==> config.mk <==
export PLATFORM = sky130hd
export DESIGN_NAME = regfile_wb_arbiter
export DESIGN_NICKNAME = d
export VERILOG_FILES = /design/src/rtl/regfile_wb_arbiter.sv
export SDC_FILE = /design/constraint.sdc
export NUM_CORES = 1
export LEC_CHECK = 0
export CAP_MARGIN = 10
export CORE_ASPECT_RATIO = 1.75
export CORE_MARGIN = 4
export CORE_UTILIZATION = 40
export DETAILED_ROUTE_END_ITERATION = 12
export PLACE_DENSITY = 0.78
export SLEW_MARGIN = 20
export SYNTH_ARGS = -nofsm -noshare
export SYNTH_HDL_FRONTEND = slang
export SYNTH_SLANG_ARGS = --single-unit
export TNS_END_PERCENT = 5
==> constraint.sdc <==
create_clock -name clock_in -period 2.37 [get_ports clock_in]
set_clock_uncertainty 0.15 [all_clocks]
set_input_delay 0.237 -clock clock_in [delete_from_list [all_inputs] [get_ports clock_in]]
set_output_delay 0.237 -clock clock_in [all_outputs]
set_load 0.03 [all_outputs]
==> src/rtl/regfile_wb_arbiter.sv <==
// Writeback arbiter for the 8-entry register file write port.
// Zeroes every entry after reset, then shares the write port between the ALU (A)
// and memory-load (B) requesters with round-robin tie-breaking. Writes to r0 are
// swallowed silently; out-of-range writes are swallowed and counted.
//
// state | meaning
// INIT  | post-reset sweep, one zero write per cycle to idx 0..NUM_REGS-1
// ARB   | normal operation, combinational grant, registered write port
module regfile_wb_arbiter #(
  parameter int NUM_REGS = 8,
  parameter int DATA_W   = 32,
  parameter int CNT_W    = 8
) (
  input  logic              clock_in,
  input  logic              reset,
  input  logic              a_req,
  input  logic [4:0]        a_reg,
  input  logic [DATA_W-1:0] a_data,
  output logic              a_ack,
  input  logic              b_req,
  input  logic [4:0]        b_reg,
  input  logic [DATA_W-1:0] b_data,
  output logic              b_ack,
  output logic              regWrite,
  output logic [4:0]        writeReg,
  output logic [DATA_W-1:0] writeData,
  output logic              busy,
  output logic              drop_err,
  output logic [CNT_W-1:0]  drop_count
);

  localparam int IDX_W = (NUM_REGS > 1) ? $clog2(NUM_REGS) : 1;
  localparam logic [IDX_W-1:0] LAST_IDX = IDX_W'(NUM_REGS - 1);
  // One extra bit so a 32-entry file still compares correctly against 5-bit indices.
  localparam logic [5:0] NUM_REGS_W = 6'(NUM_REGS);

  typedef enum logic {
    ST_INIT = 1'b0,
    ST_ARB  = 1'b1
  } state_t;

  state_t state, state_next;

  logic [IDX_W-1:0]  idx, idx_next;
  logic              rr_last, rr_last_next;   // 0 = A won last, 1 = B won last
  logic              reg_write_next;
  logic [4:0]        write_reg_next;
  logic [DATA_W-1:0] write_data_next;
  logic              busy_next;
  logic              drop_err_next;
  logic [CNT_W-1:0]  drop_count_next;

  logic              grant_a, grant_b;
  logic [4:0]        g_reg;
  logic [DATA_W-1:0] g_data;

  // Grant: lone requester wins; on a tie the one that did not win last time wins.
  // Held off while busy so the last sweep cycle never shows an ack.
  always_comb begin
    grant_a = 1'b0;
    grant_b = 1'b0;
    if (state == ST_ARB && !busy) begin
      if (a_req && (!b_req || rr_last)) begin
        grant_a = 1'b1;
      end else if (b_req) begin
        grant_b = 1'b1;
      end
    end
  end

  assign a_ack  = grant_a;
  assign b_ack  = grant_b;
  assign g_reg  = grant_b ? b_reg  : a_reg;
  assign g_data = grant_b ? b_data : a_data;

  // Next-state and next registered outputs for the sweep and the arbitration phase.
  always_comb begin
    state_next      = state;
    idx_next        = idx;
    rr_last_next    = rr_last;
    reg_write_next  = 1'b0;
    write_reg_next  = writeReg;
    write_data_next = writeData;
    busy_next       = busy;
    drop_err_next   = 1'b0;
    drop_count_next = drop_count;

    case (state)
      ST_INIT: begin
        reg_write_next  = 1'b1;
        write_reg_next  = 5'(idx);
        write_data_next = '0;
        busy_next       = 1'b1;
        if (idx == LAST_IDX) begin
          idx_next   = '0;
          state_next = ST_ARB;
        end else begin
          idx_next = idx + 1'b1;
        end
      end

      ST_ARB: begin
        // busy falls one cycle after the final sweep write is presented.
        busy_next = 1'b0;
        if (grant_a || grant_b) begin
          rr_last_next = grant_b;
          if (g_reg == 5'd0) begin
            // r0 is hard-wired; accept and discard quietly.
          end else if ({1'b0, g_reg} >= NUM_REGS_W) begin
            drop_err_next = 1'b1;
            if (drop_count != {CNT_W{1'b1}}) begin
              drop_count_next = drop_count + 1'b1;
            end
          end else begin
            reg_write_next  = 1'b1;
            write_reg_next  = g_reg;
            write_data_next = g_data;
          end
        end
      end

      default: begin
        state_next = ST_INIT;
        idx_next   = '0;
      end
    endcase
  end

  // State register and registered write port, synchronous active-low reset.
  always_ff @(posedge clock_in) begin
    if (!reset) begin
      state      <= ST_INIT;
      idx        <= '0;
      rr_last    <= 1'b1;
      regWrite   <= 1'b0;
      writeReg   <= '0;
      writeData  <= '0;
      busy       <= 1'b1;
      drop_err   <= 1'b0;
      drop_count <= '0;
    end else begin
      state      <= state_next;
      idx        <= idx_next;
      rr_last    <= rr_last_next;
      regWrite   <= reg_write_next;
      writeReg   <= write_reg_next;
      writeData  <= write_data_next;
      busy       <= busy_next;
      drop_err   <= drop_err_next;
      drop_count <= drop_count_next;
    end
  end

endmodule

==> summary.md <==
| Metric | Value |
|---|---|
| Grt total ovfl | `0` |
| Max clock buf depth | `2` |
| Final WL | `7.47 mm` |
| Crit path max-delay cell type | `clkdlybuf4s50_1` |
| Via density | `5.20` |
| Seq cells post-synth | `53` |
| First-pass GRT wire length | `12.0 mm` |
| Hold_buf cts | `0` |
| Crit path max-delay family | `buffers and inverters` |
| Reg-to-reg startpoint | `state` |
| Worst path buffer plus inverter count | `4` |
| Placer Congestion | `0.782` |
| Row cnt | `37` |
| Final ANT Viol Nets | `0` |
| Die Ht | `112 µm` |
| Setup TNS | `0 ns` |
| Fin nets | `494` |
| CP arrival | `1.73 ns` |
| CTS resizes | `0` |
| Post-CTS Setup Repair Bufs | `0` |
| Detailed router's first-iteration violation count | `151` |
| Residual DRC | `0` |
| Filler cells | `551` |
| Vias in the first global route | `2564` |
| Status | `finished clean` |
| Async SR Flop Fraction | `0%` |
| Fin crit share | `89.2%` |
| Slowest Stage Delay on Critical Path | `0.51 ns` |
| Worst Hold Launch | `writeData[18]` |
| PortBufs | `127` |
| Worst-Skew Late Latency | `0.30 ns` |
| TritonRoute pass-1 iters | `4` |
| Core Region | `5930 µm²` |
| P_leak | `1.40 nW` |
| Num CTS Buffers | `5` |
| Worst Setup SP | `b_req` |
| Syn_nets | `368` |
| Top cells by area, synth | `dfxtp_1, nand2_1, nor2_1, mux2_2, a311oi_1` |
| Max Slew Vio Count | `0` |
| VDD IR max | `267 µV` |
| Die footprint | `7510 µm²` |
| Leading area contributor after synthesis | `dfxtp_1` |
| Final Critical Period | `2.11 ns` |
| Inserted Diodes | `0` |
| Hold depth | `2` |
| Sequential area share after synthesis | `43.2%` |
| Yosys Warn Count | `0` |
| Layout cells sized above 1 | `11.4%` |
| Vias | `2559` |
| RSZ-0062 raised after global routing | `no` |
| Slew @ Worst Pin | `0.422 ns` |
| Avg Inst Size Synth | `8.56 µm²` |
| Post-synth EDFFs | `0` |
| Min-Delay Path Class | `register to register` |
| Final Hold Violating Endpoints | `0` |
| DR WL/cell | `15.2 µm` |
| Final Core Density | `66.5%` |
| Worst-path clk slew | `0.09 ns` |
| R2R cell count | `6` |
| Worst R2R End | `writeData[31]` |
| Slew HR | `71.8%` |
| Hpwl dp | `5.81 mm` |
| Initial antenna violation count | `0` |
| Crit end category | `primary output` |
| Fmax | `473 MHz` |
| Max cap viols | `0` |
| Clock Tree Root | `clkbuf_8` |
| Top-Level Pins | `128` |
| Max Fanout on Critical Path | `10` |
| Growth of design area from synthesis to finish | `60.3%` |
| Mapped Area | `2460 µm²` |
| CTS tree | `done` |
| CP startpoint kind | `input port` |
| Critical setup path kind | `input port to primary output` |
| CTS Sinks | `53` |
| Top-area cell type share of the netlist area | `43.2%` |
| Largest net degree at the start of global routing | `31` |
| Critical Path, Cell by Cell | `clkdlybuf4s50_1, a21boi_2, buf_4, nand2_1, inv_2, buf_4` |
| Hold Path End | `writeData[18]` |
| Power Density | `410 nW/µm²` |
| Cell count after synthesis | `287` |
| Worst EP required | `1.98 ns` |
| Die W | `67.3 µm` |
| Ys flop type | `dfxtp_1` |
| Reg2Reg Setup Slack | `0.33 ns` |
| Most frequent CP cell | `buf_4` |
| Starting Density | `41.5%` |
| Final setup fails | `0` |
| Unique cell type count in the Yosys netlist | `40` |
| H-Tree Depth | `2` |
| GRT Util Overall | `20.3%` |
==> synth_stat cells (2+ instances only) <==
cell and number:
nor3b_2 2, o211ai_1 2, nor3_1 2, nand4_1 3
a311oi_2 8, nor2b_1 2, and3_1 3, mux2i_1 2
a21oi_1 14, ha_1 3, nand2_1 64, o21ai_0 3
a311oi_1 14, nor2_1 36, nand3_1 17, dfxtp_1 53
mux2_2 11, o21a_1 3, nand2b_1 2, buf_2 7
clkbuf_1 8, xor2_1 4, buf_6 3, buf_1 2
a31oi_1 4
==> placed cells by master (no fill, tap or decap), types with 2 or more instances in the layout <==
cell and count:
clkdlybuf4s50_1 125, nand2_1 64, dfxtp_1 53, nor2_1 36, nand3_1 17, a21oi_1 14
a311oi_1 14, mux2_2 11, buf_4 11, a311oi_2 8, clkbuf_8 5, a31oi_1 4
xor2_1 4, buf_12 4, and3_1 3, o21a_1 3, nand4_1 3, o21ai_0 3
ha_1 3, nor2b_1 2, nand2b_1 2, nor3_1 2, nor3b_2 2, mux2i_1 2
o211ai_1 2, clkinv_2 2
==> power breakdown <==
part           total [W]  switching, W  internal [W]  leakage [nW]
Sequential      0.000906    0.00000643      0.000899         0.428
Combinational   0.000212     0.0000658      0.000146         0.923
Clock           0.000498      0.000292      0.000206        0.0450
==> worst max path at each step <==
stage	slack, ns	end	cells past startpoint
finish	0.26	b_ack	6
detailed placement	0.04	drop_count[5]	7
global placement	0.10	drop_count[5]	7
global route	0.13	b_ack	6
CTS	0.24	b_ack	6
floorplan	0.29	writeData[2]	7
==> kinds of logic (layout without fill, tap and decap cells) <==
logic type | Yosys count | in the layout | synth area share, %
adders and majority gates | 3 | 3 | 1.53
xor gates and xnor gates | 4 | 4 | 1.43
buffers and inverters | 23 | 150 | 4.94
and+or+nand+nor | 136 | 136 | 24.4
AOI/OAI and AO/OA | 54 | 54 | 18.1
DFF | 53 | 53 | 43.2
muxes | 14 | 14 | 6.42
==> final cells by class <==
class                           instances  area [µm²]  share of cell area, %
Sequential cell                        53        1060                   26.9
Tap cell                               78        97.6                   2.48
Multi-Input combinational cell        211        1280                   32.4
Inverter                                2        7.51                  0.191
Clock buffer                            6        72.6                   1.84
Timing Repair Buffer                  140        1410                   35.9
Clock inverter                          2        10.0                  0.254
==> through the flow <==
stage	cell area (µm²)	hold slack, ns	std cells	total power [W]	worst slack [ns]
floorplan	2460	0.163	287	0.000983	0.295
global placement	3860	0.300	484	0.00114	0.102
detailed placement	3860	0.307	484	0.00114	0.0394
CTS	3940	0.323	492	0.00163	0.235
global route	3940	0.340	492	0.00169	0.125
finish	3940	0.323	492	0.00162	0.255
==> worst reg2reg max path: stages (launching register included) <==
cell	delay [ns]
dfxtp_1	0.33
nor2b_1	0.37
o21a_1	0.24
and4b_2	0.32
buf_12	0.20
nor2_1	0.06
a311oi_1	0.27
==> registers in the layout, summed over array words and instances (netlist names) <==
name	count
writeData	32
drop_count	8
writeReg	5
idx	3
busy	1
drop_err	1
regWrite	1
rr_last	1
state	1
==> layer usage <==
layer / wire length, µm / GRT usage [%]
met5: 0 / 0
met3: 401 / 4.14
met1: 2730 / 21.0
met2: 4170 / 38.2
met4: 170 / 7.32
Power figures use the tool's default switching activity.
